===== config.mk =====
export PLATFORM = sky130hd
export DESIGN_NAME = aud_player_stereo
export DESIGN_NICKNAME = d
export VERILOG_FILES = /design/src/rtl/aud_player_stereo.sv
export SDC_FILE = /design/constraint.sdc
export NUM_CORES = 1
export LEC_CHECK = 0
export BUFFER_PORTS_ARGS = -buffer_cell sky130_fd_sc_hd__clkbuf_2
export CAP_MARGIN = 20
export CORE_MARGIN = 3
export CORE_UTILIZATION = 57
export DETAILED_ROUTE_END_ITERATION = 16
export GPL_ROUTABILITY_DRIVEN = 0
export HOLD_SLACK_MARGIN = 0.1
export PLACE_DENSITY = 0.79
export SYNTH_ARGS = -nofsm -noshare
export SYNTH_HDL_FRONTEND = slang
export SYNTH_SLANG_ARGS = --single-unit
export TNS_END_PERCENT = 5

===== constraint.sdc =====
create_clock -name i_bclk -period 2.8 [get_ports i_bclk]
set_clock_uncertainty 0.2 [all_clocks]
set_input_delay 0.28 -clock i_bclk [delete_from_list [all_inputs] [get_ports i_bclk]]
set_output_delay 0.28 -clock i_bclk [all_outputs]
set_load 0.01 [all_outputs]

===== src/rtl/aud_player_stereo.sv =====
// Stereo I2S-style DAC player: buffers one stereo frame, then serializes the
// left and right samples MSB first into the slots framed by i_daclrck.
// A missing frame at the start of a left slot plays silence and is counted.

module aud_player_stereo #(
    parameter int DATA_W = 16,
    parameter int SLOT_W = 16,
    parameter int UNDR_W = 8
) (
    input  logic              i_bclk,
    input  logic              i_rst,
    input  logic              i_daclrck,
    input  logic              i_en,
    input  logic              i_mute,
    input  logic              i_mono,
    input  logic              i_valid,
    input  logic [DATA_W-1:0] i_left,
    input  logic [DATA_W-1:0] i_right,
    output logic              o_ready,
    output logic              o_aud_dacdat,
    output logic              o_underrun,
    output logic [UNDR_W-1:0] o_undr_cnt
);

    // The bit counter is sized for the longest slot, which covers DATA_W too.
    localparam int CNT_W = $clog2(SLOT_W + 1);
    localparam logic [CNT_W-1:0] BITS_AFTER_MSB = CNT_W'(DATA_W - 1);

    typedef enum logic [1:0] {
        IDLE,
        LEFT,
        RIGHT
    } state_t;

    state_t             state;
    state_t             state_next;
    logic               lrck_d;
    logic               lrck_fall;
    logic               lrck_rise;
    logic               enter_left;
    logic               enter_right;
    logic [DATA_W-1:0]  buf_l;
    logic [DATA_W-1:0]  buf_r;
    logic               buf_full;
    logic [DATA_W-1:0]  play_r;
    logic [DATA_W-1:0]  shreg;
    logic [CNT_W-1:0]   bits_left;
    logic [DATA_W-1:0]  left_slot;
    logic [DATA_W-1:0]  right_slot;

    assign lrck_fall = lrck_d & ~i_daclrck;
    assign lrck_rise = ~lrck_d & i_daclrck;

    // Mute and mono are folded into the frame values here, so they are only
    // ever captured at the start of a left slot and stay fixed for the frame.
    always_comb begin
        left_slot  = '0;
        right_slot = '0;
        if (buf_full && !i_mute) begin
            left_slot  = buf_l;
            right_slot = i_mono ? buf_l : buf_r;
        end
    end

    // Slot sequencing; rising edges in IDLE are ignored so playback starts left.
    always_comb begin
        state_next  = state;
        enter_left  = 1'b0;
        enter_right = 1'b0;
        case (state)
            IDLE: begin
                if (lrck_fall && i_en) begin
                    state_next = LEFT;
                    enter_left = 1'b1;
                end
            end
            LEFT: begin
                if (lrck_rise) begin
                    state_next  = RIGHT;
                    enter_right = 1'b1;
                end
            end
            RIGHT: begin
                if (lrck_fall) begin
                    if (i_en) begin
                        state_next = LEFT;
                        enter_left = 1'b1;
                    end else begin
                        state_next = IDLE;
                    end
                end
            end
            default: state_next = IDLE;
        endcase
    end

    // State register.
    always_ff @(posedge i_bclk) begin
        if (i_rst) state <= IDLE;
        else       state <= state_next;
    end

    // Delayed LRCK for edge detection.
    always_ff @(posedge i_bclk) begin
        if (i_rst) lrck_d <= 1'b0;
        else       lrck_d <= i_daclrck;
    end

    // One-entry frame buffer; draining at a left slot start takes priority, so
    // a frame offered on that cycle waits for o_ready to rise the next cycle.
    always_ff @(posedge i_bclk) begin
        if (i_rst) begin
            buf_l    <= '0;
            buf_r    <= '0;
            buf_full <= 1'b0;
            o_ready  <= 1'b1;
        end else if (enter_left && buf_full) begin
            buf_full <= 1'b0;
            o_ready  <= 1'b1;
        end else if (i_valid && o_ready) begin
            buf_l    <= i_left;
            buf_r    <= i_right;
            buf_full <= 1'b1;
            o_ready  <= 1'b0;
        end
    end

    // Underrun pulse and saturating counter for left slots with no frame.
    always_ff @(posedge i_bclk) begin
        if (i_rst) begin
            o_underrun <= 1'b0;
            o_undr_cnt <= '0;
        end else begin
            o_underrun <= enter_left && !buf_full;
            if (enter_left && !buf_full && (o_undr_cnt != {UNDR_W{1'b1}})) begin
                o_undr_cnt <= o_undr_cnt + UNDR_W'(1);
            end
        end
    end

    // Serializer: the MSB goes out the cycle after a slot starts, then one bit
    // per cycle, zero padding once DATA_W bits are out; a new slot truncates.
    always_ff @(posedge i_bclk) begin
        if (i_rst) begin
            play_r       <= '0;
            shreg        <= '0;
            bits_left    <= '0;
            o_aud_dacdat <= 1'b0;
        end else if (enter_left) begin
            play_r       <= right_slot;
            o_aud_dacdat <= left_slot[DATA_W-1];
            shreg        <= left_slot << 1;
            bits_left    <= BITS_AFTER_MSB;
        end else if (enter_right) begin
            o_aud_dacdat <= play_r[DATA_W-1];
            shreg        <= play_r << 1;
            bits_left    <= BITS_AFTER_MSB;
        end else if (state_next == IDLE) begin
            o_aud_dacdat <= 1'b0;
            bits_left    <= '0;
        end else if (bits_left != '0) begin
            o_aud_dacdat <= shreg[DATA_W-1];
            shreg        <= shreg << 1;
            bits_left    <= bits_left - CNT_W'(1);
        end else begin
            o_aud_dacdat <= 1'b0;
        end
    end

endmodule


==> results of run 1 <==
## sequential cells by signal, summed over array words and instances, names as in the netlist
| signal | cells |
|---|---|
| bits_left | 5 |
| o_underrun | 1 |
| o_ready | 1 |
| buf_l | 16 |
| buf_full | 1 |
| state | 2 |
| shreg | 15 |
| o_aud_dacdat | 1 |
| lrck_d | 1 |
| play_r | 16 |
| o_undr_cnt | 8 |
| buf_r | 16 |
## Yosys cell counts, types with 4 or more instances
library cell	number	share of area
nor3_1	5	0.0069
a211oi_1	5	0.010
nand2b_1	5	0.0086
mux2_2	19	0.059
a22oi_1	17	0.035
buf_2	4	0.0055
o21ai_0	14	0.019
nand2_1	83	0.086
nor2_1	15	0.015
clkbuf_1	24	0.025
nand4_1	5	0.0086
inv_1	4	0.0041
dfxtp_1	83	0.46
a21oi_1	59	0.081
mux2i_1	14	0.039
a211oi_2	10	0.034
nor2b_1	5	0.0086
## layout by cell type, fill, tap and decap left out, types with 4 or more instances in the layout
| cell type | n |
|---|---|
| a21oi_1 | 58 |
| buf_4 | 13 |
| nor2b_1 | 5 |
| nand4_1 | 5 |
| dlygate4sd3_1 | 34 |
| dfxtp_1 | 83 |
| o21ai_0 | 14 |
| inv_1 | 4 |
| nor3_1 | 5 |
| nand2_1 | 83 |
| nand2b_1 | 5 |
| mux2i_1 | 14 |
| a22oi_1 | 17 |
| clkbuf_8 | 10 |
| a211oi_2 | 10 |
| mux2_2 | 19 |
| nor2_1 | 15 |
| a211oi_1 | 5 |
| clkbuf_2 | 49 |
## power breakdown
part           switching (mW)  internal, mW  leakage [nW]
Clock                   0.430         0.614         0.120
Combinational           0.157         0.132         0.969
Sequential             0.0365          1.22         0.675
## worst max-delay path: cells and delay by family
kind	cells	cell delay [ns]
AO/OA/AOI/OAI	3	0.75
buffers and inverters	4	1.14
AND/OR/NAND/NOR	1	0.50
## logic make-up (layout without fill, tap and decap cells)
family / after synthesis / count (layout) / synth area share
adder cells (fa/ha/maj): 3 / 3 / 0.0103
multiplexers: 33 / 33 / 0.0973
AND/OR/NAND/NOR: 135 / 135 / 0.170
XOR/XNOR: 5 / 5 / 0.0120
buffers and inverters: 37 / 115 / 0.0461
AO/OA/AOI/OAI: 116 / 116 / 0.208
flip-flops: 83 / 83 / 0.457
## through the flow
stage / worst slack (ns) / cells
floorplan: 0.439 / 412
global placement: 0.455 / 516
detailed placement: 0.387 / 516
CTS: 0.253 / 565
global route: 0.0919 / 565
finish: 0.191 / 565
## layer usage
metal,vias to the layer above,track usage
met1,1591,0.359
met3,19,0.0480
met5,-,0
met2,118,0.462
met4,0,0.0921
li1,1601,-
## path summary, 6_finish.rpt
check / start / end / slack [ns] / cells past startpoint
max: i_daclrck / shreg[9] / 0.19 / 8
min: i_en / state[0] / 0.16 / 5
max reg2reg: lrck_d / shreg[9] / 0.32 / 6
min reg2reg: play_r[10] / play_r[10] / 0.26 / 2
## final cells by class
| cell class | count | area (um^2) |
|---|---|---|
| Clock buffer | 11 | 141 |
| Fill cell | 415 | 1530 |
| Timing Repair Buffer | 96 | 683 |
| Clock inverter | 4 | 98.8 |
| Inverter | 4 | 15.0 |
| Tap cell | 75 | 93.8 |
| Multi-Input combinational cell | 292 | 1830 |
| Sequential cell | 83 | 1660 |
==> flow_metrics.tcl, run 1 <==
set metrics [dict create \
    status "complete, no violations" \
    slowest_delay_ns 0.53 \
    worstPathRequired_ns 2.88 \
    rows 28 \
    fmax_mhz 383 \
    wl_met3_um 483 \
    maxSlewHeadroom 0.611 \
    path_class "in -> reg" \
    start_util 0.600 \
    nets 528 \
    syn_to_final_growth_pct 24.4 \
    post-layout-total-power_mw 2.59 \
    setup_viol 0 \
    final_hold_viol_count 0 \
    insertion_delay_ns 0.36 \
    stdcell_area_mm2 0.00453 \
    htree_levels 3 \
    fin_hold_ws_ns 0.162 \
    place_area_mm2 0.00395 \
    cap_viol_max_count 0 \
    yosysWarnings 0 \
    ant_nets 0 \
    dieHeight_um 85.9 \
    via_per_inst 5.89 \
    slew_violations 0 \
    p_leak_nw 1.76 \
    path_clk_slew_ns 0.08 \
    grt_pass1_vias 3229 \
    cpMostUsedCell "buf_4" \
    ys_ff_latch 83 \
    vias 3329 \
    dominantRegCellSynth "dfxtp_1" \
    fp.dieW_um 85.9 \
    met1_length_um 4050 \
    io_buffers 49 \
    dr.first_iter.drc_count 256 \
    synth_edf_count 0 \
    synth.distinct_cells 42 \
    totalWireLength_um 9530 \
    cp.arrival_ns 2.68 \
    cts_setup_buffers 0 \
    synth_cells 412 \
    wl_met2_um 4810 \
    powerDensity_mw_per_mm2 573 \
    antenna_cells 0 \
    synthArstFlopShare 0 \
    cts_root_buffer "clkbuf_8" \
    clock_path_buffers 2 \
    layout-drive-gt1-share 0.229 \
    synth_nets 454 \
    core_area_mm2 0.00606 \
    numCtsBuffers 9 \
    cts_resized 0 \
    grt_usage 0.275 \
    cpMaxStageDelayCell "dlygate4sd3_1" \
    overflow 0 \
    antenna_found_initial 0 \
    peakVddDrop_v 0.000398 \
    crit_chain "dlygate4sd3_1 -> clkbuf_2 -> nor4bb_1 -> buf_4 -> a211o_1 -> buf_4 -> a21oi_1 -> a211oi_2" \
    cts_tree "done" \
    ioPinCount 50 \
    end_kind "flop" \
    finalCritPeriodShare 0.932 \
    hold_class "in -> reg" \
    drt_first_pass_iters 5 \
    die_area_mm2 0.00738 \
    topRoutingLayerUsed "met4" \
    clkSinkCount 83 \
    synth.avg_cell_area_um2 8.83 \
    cp-start-kind "input port" \
    dp_hpwl_um 5590 \
    wl_per_cell_um 16.9 \
    ys_seq_area_frac 0.457 \
    min_period_ns 2.61 \
    tightest_slew_ns 0.584 \
    postCtsHoldBufs 34 \
    drc 0 \
    setup_tns_ns 0 \
    synth_area_mm2 0.00364 \
    grt_max_degree 33 \
    critPathMaxFanout 16 \
    grt_setup_unrepaired "false" \
    grt_pass1_wl_um 15900 \
    utilization 0.747 \
]
Power figures use the tool's default switching activity.
==> run 2: changes to the inputs <==
--- a/config.mk
+++ b/config.mk
@@ -9,3 +9,2 @@
 export CAP_MARGIN = 20
-export CORE_MARGIN = 3
 export CORE_UTILIZATION = 57
--- a/constraint.sdc
+++ b/constraint.sdc
@@ -4,2 +4,2 @@
 set_output_delay 0.28 -clock i_bclk [all_outputs]
-set_load 0.01 [all_outputs]
+set_load 0.05 [all_outputs]
==> flow_metrics.tcl, run 2 (synthesis gave the netlist of run 1 again) <==
set metrics [dict create \
    hp-start "i_en" \
    grt_pass1_vias 3235 \
    fp.dieW_um 81.9 \
    dpl_worst_slack_ns 0.393 \
    die_area_mm2 0.00671 \
    r2r_slack_ns 0.36 \
    clkSinkCount 83 \
    worstPathRequired_ns 2.86 \
    final_hold_viol_count 0 \
    cap_viol_max_count 0 \
    totalWireLength_um 9230 \
    via_per_inst 5.81 \
    largestRegisters "buf_l (16), buf_r (16), play_r (16)" \
    dieHeight_um 81.9 \
    fin_ws_ns 0.293 \
    ant_nets 0 \
    vias 3283 \
    start_util 0.604 \
    end_kind "flop" \
    path_clk_slew_ns 0.08 \
    slew_violations 0 \
    clock_path_buffers 2 \
    worstReg2RegStart "bits_left[0]" \
    powerDensity_mw_per_mm2 584 \
    io_buffers 49 \
    dp_hpwl_um 5370 \
    dr.first_iter.drc_count 350 \
    drc 0 \
    grt_max_degree 33 \
    cts_tree "done" \
    grt_usage 0.301 \
    worstHoldEndpoint "state[0]" \
    mostFrequentLayoutCells "nand2_1, dfxtp_1, a21oi_1, clkbuf_2, dlygate4sd3_1" \
    cp-start-kind "input port" \
    status "complete, no violations" \
    grt_setup_unrepaired "false" \
    antenna_found_initial 0 \
    fmax_mhz 399 \
    path_class "in -> reg" \
    utilization 0.753 \
    nets 527 \
    min_period_ns 2.51 \
    cp.arrival_ns 2.57 \
    tightest_slew_ns 0.536 \
    critPathMaxFanout 20 \
    finalCritPeriodShare 0.895 \
    overflow 0 \
    wl_per_cell_um 16.3 \
    core_area_mm2 0.00603 \
    p_leak_nw 1.77 \
    layout-drive-gt1-share 0.227 \
    rows 28 \
    hold_depth 5 \
    drt_first_pass_iters 5 \
    peakVddDrop_v 0.000394 \
    hold_class "in -> reg" \
    htree_levels 3 \
    insertion_delay_ns 0.35 \
    setup_tns_ns 0 \
    maxSlewHeadroom 0.643 \
    antenna_cells 0 \
    numCtsBuffers 9 \
    cts_root_buffer "clkbuf_8" \
    r2r_end "shreg[5]" \
    grt_pass1_wl_um 15100 \
    ioPinCount 50 \
    setup_viol 0 \
    syn_to_final_growth_pct 24.7 \
    ff2ff_path_depth 6 \
]
run 2: changes by cell type in the layout (fill, tap and decap cells not counted):
cell	delta
buf_4	-1
bufinv_16	+1
clkbuf_1	+1
clkbuf_8	-1
clkinv_2	+1
clkinv_4	-1
run 2: worst max-delay path by stage:
stage | startpoint | endpoint | slack [ns] | cells past startpoint
floorplan | o_undr_cnt[0] | o_undr_cnt[4] | 0.40 | 5
global placement | bits_left[0] | shreg[5] | 0.47 | 6
detailed placement | bits_left[0] | shreg[5] | 0.39 | 6
CTS | i_daclrck | play_r[6] | 0.27 | 7
global route | i_daclrck | play_r[12] | 0.04 | 7
finish | i_daclrck | play_r[12] | 0.29 | 7
run 2: cell type report:
cell class / instances / area (um^2)
repair buffers: 95 / 676
flip-flops and latches: 83 / 1660
multi-input cells: 292 / 1830
well taps: 75 / 93.8
clock inverters: 5 / 125
fillers: 386 / 1490
clock buffers: 11 / 131
inverters: 4 / 15.0
run 2: where the power goes:
group / leakage (nW) / internal [mW] / total (mW) / switching, mW
Clock: 0.128 / 0.682 / 1.10 / 0.420
Combinational: 0.964 / 0.132 / 0.292 / 0.160
Sequential: 0.675 / 1.22 / 1.26 / 0.0355
Total: 1.77 / 2.04 / 2.65 / 0.615
run 2: through the flow:
| step | hold slack [ns] | power, mW | area [um^2] | std cells |
|---|---|---|---|---|
| floorplan | 0.208 | 1.45 | 3640 | 412 |
| global placement | 0.231 | 1.52 | 3940 | 515 |
| detailed placement | 0.241 | 1.52 | 3940 | 515 |
| CTS | 0.174 | 2.64 | 4540 | 565 |
| global route | 0.199 | 2.74 | 4540 | 565 |
| finish | 0.189 | 2.65 | 4540 | 565 |
run 2: routing by layer:
| layer | GRT usage | part of all wire | vias to the layer above |
|---|---|---|---|
| met5 | 0 | 0 | - |
| met4 | 0.126 | 0.017 | 0 |
| met3 | 0.0667 | 0.058 | 15 |
| met2 | 0.490 | 0.48 | 138 |
| met1 | 0.381 | 0.44 | 1536 |
| li1 | - | - | 1594 |
run 2: critical path, stage by stage:
cell and delay (ns):
dlygate4sd3_1 0.53, clkbuf_2 0.15, nand4bb_1 0.47, nor3b_2 0.27, buf_4 0.27, nand2b_1 0.32
o21ai_0 0.27
run 2: what timing repair did:
item                      in CTS  in global routing
gates resized for setup        0                  0
hold buffers                  34                  0
buffers inserted               0                  0
hold endpoints to repair      35                  0
==> run 3: changes to the inputs <==
- CAP_MARGIN: 20 -> not set
- CORE_UTILIZATION: 57 -> 60
- PLACE_DENSITY: 0.79 -> 0.83
- clock period: 2.8 -> 3 ns (I/O delays scaled with it)
==> flow_metrics.tcl, run 3 (synthesis gave the netlist of run 1 again) <==
set metrics [dict create \
    status "complete, no violations" \
    cpMaxStageDelayCell "or3_1" \
    cp-start-kind "flop" \
    path_class "reg -> reg" \
    via_per_inst 5.94 \
    postCtsHoldBufs 34 \
    clkSinkCount 83 \
    antenna_cells 0 \
    maxSlewHeadroom 0.332 \
    grt_setup_unrepaired "false" \
    largestRegisters "buf_l (16), buf_r (16), play_r (16)" \
    finalCritPeriodShare 0.893 \
    layout-drive-gt1-share 0.220 \
    grt_pass1_vias 3117 \
    r2r_end "shreg[4]" \
    wl_per_cell_um 16.4 \
    slowest_delay_ns 0.62 \
    htree_levels 3 \
    post-layout-total-power_mw 2.31 \
    met2_usage 0.494 \
    start_util 0.641 \
    min_period_ns 2.68 \
    final.fill_count 351 \
    crit_chain "inv_1 -> ha_1 -> or4b_1 -> or3_1 -> and2_4 -> a211oi_1" \
    clock_path_buffers 2 \
    final_hold_viol_count 0 \
    end_kind "flop" \
    cts_resized 0 \
    rows 27 \
    cp.arrival_ns 2.74 \
    die_area_mm2 0.00638 \
    overflow 0 \
    cts_root_buffer "clkbuf_8" \
    setup_viol 0 \
    fmax_mhz 373 \
    hold_class "in -> reg" \
    totalWireLength_um 9150 \
    utilization 0.785 \
    setup_tns_ns 0 \
    critPathMaxFanout 16 \
    top_usage_layer "met2" \
    r2r_slack_ns 0.32 \
    worstPathRequired_ns 3.06 \
    peakVddDrop_v 0.000332 \
    core_area_mm2 0.00568 \
    p_leak_nw 1.72 \
    io_buffers 49 \
    fp.dieW_um 79.9 \
    vias 3313 \
    cap_viol_max_count 0 \
    insertion_delay_ns 0.36 \
    dr.first_iter.drc_count 195 \
    ant_nets 0 \
    syn_to_final_growth_pct 22.4 \
    dieHeight_um 79.9 \
    dp_hpwl_um 5090 \
    numCtsBuffers 9 \
    drt_first_pass_iters 5 \
    ioPinCount 50 \
    cts_tree "done" \
    worstReg2RegStart "bits_left[0]" \
    antenna_found_initial 0 \
    grt_pass1_wl_um 14800 \
    path_clk_slew_ns 0.08 \
    grt_usage 0.306 \
    drc 0 \
    ff2ff_path_depth 6 \
    tightest_slew_ns 0.998 \
    slew_violations 0 \
    grt_max_degree 73 \
    setup.worst_path.start "bits_left[0]" \
    cts_setup_buffers 0 \
    mostFrequentLayoutCells "nand2_1, dfxtp_1, a21oi_1, clkbuf_2, dlygate4sd3_1" \
    crit_end "shreg[4]" \
    use_met1 0.382 \
    grt.met3_usage 0.0709 \
    nets 523 \
    powerDensity_mw_per_mm2 518 \
]
## run 3: stage by stage
stage | cell area [um^2] | hold slack (ns) | setup slack [ns] | cells
global route | 4450 | 0.261 | 0.155 | 558
floorplan | 3640 | 0.220 | 0.604 | 412
global placement | 3910 | 0.231 | 0.505 | 508
CTS | 4450 | 0.186 | 0.336 | 558
finish | 4450 | 0.195 | 0.321 | 558
detailed placement | 3910 | 0.242 | 0.357 | 508
## run 3: how the worst min path moves through the flow
stage | startpoint | to | slack (ns) | depth (start not counted)
after floorplan | play_r[10] | play_r[10] | 0.22 | 2
after global placement | play_r[1] | play_r[1] | 0.23 | 2
after detailed placement | play_r[1] | play_r[1] | 0.24 | 2
after CTS | i_en | state[0] | 0.19 | 5
after global routing | i_en | state[0] | 0.26 | 5
final | i_en | state[0] | 0.20 | 5
## run 3: power breakdown
| part | switching (mW) | leakage (nW) | internal, mW |
|---|---|---|---|
| sequential | 0.0339 | 0.675 | 1.14 |
| combinational | 0.149 | 0.943 | 0.118 |
| clock | 0.401 | 0.103 | 0.467 |
| total | 0.584 | 1.72 | 1.73 |
## run 3: metal layers
layer  vias up  routed length [um]
met3        29                 601
li1       1583                   -
met5         -                   0
met2       151                4390
met1      1550                3920
met4         0                 241
## run 3: worst max-delay path, delay by kind of cell, from the launching register on
kind | cells | cell delay [ns]
compound gates | 1 | 0.24
simple gates | 3 | 1.56
buf+inv | 1 | 0.11
fa+ha+maj | 1 | 0.15
flops | 1 | 0.32
## run 3: final cells by class
cell class	count	area (um^2)	area share
Clock buffer	11	131	0.0295
Inverter	4	15.0	0.00337
Sequential cell	83	1660	0.373
Multi-Input combinational cell	292	1830	0.412
Timing Repair Buffer	91	646	0.145
Clock inverter	5	77.6	0.0174
Tap cell	72	90.1	0.0202
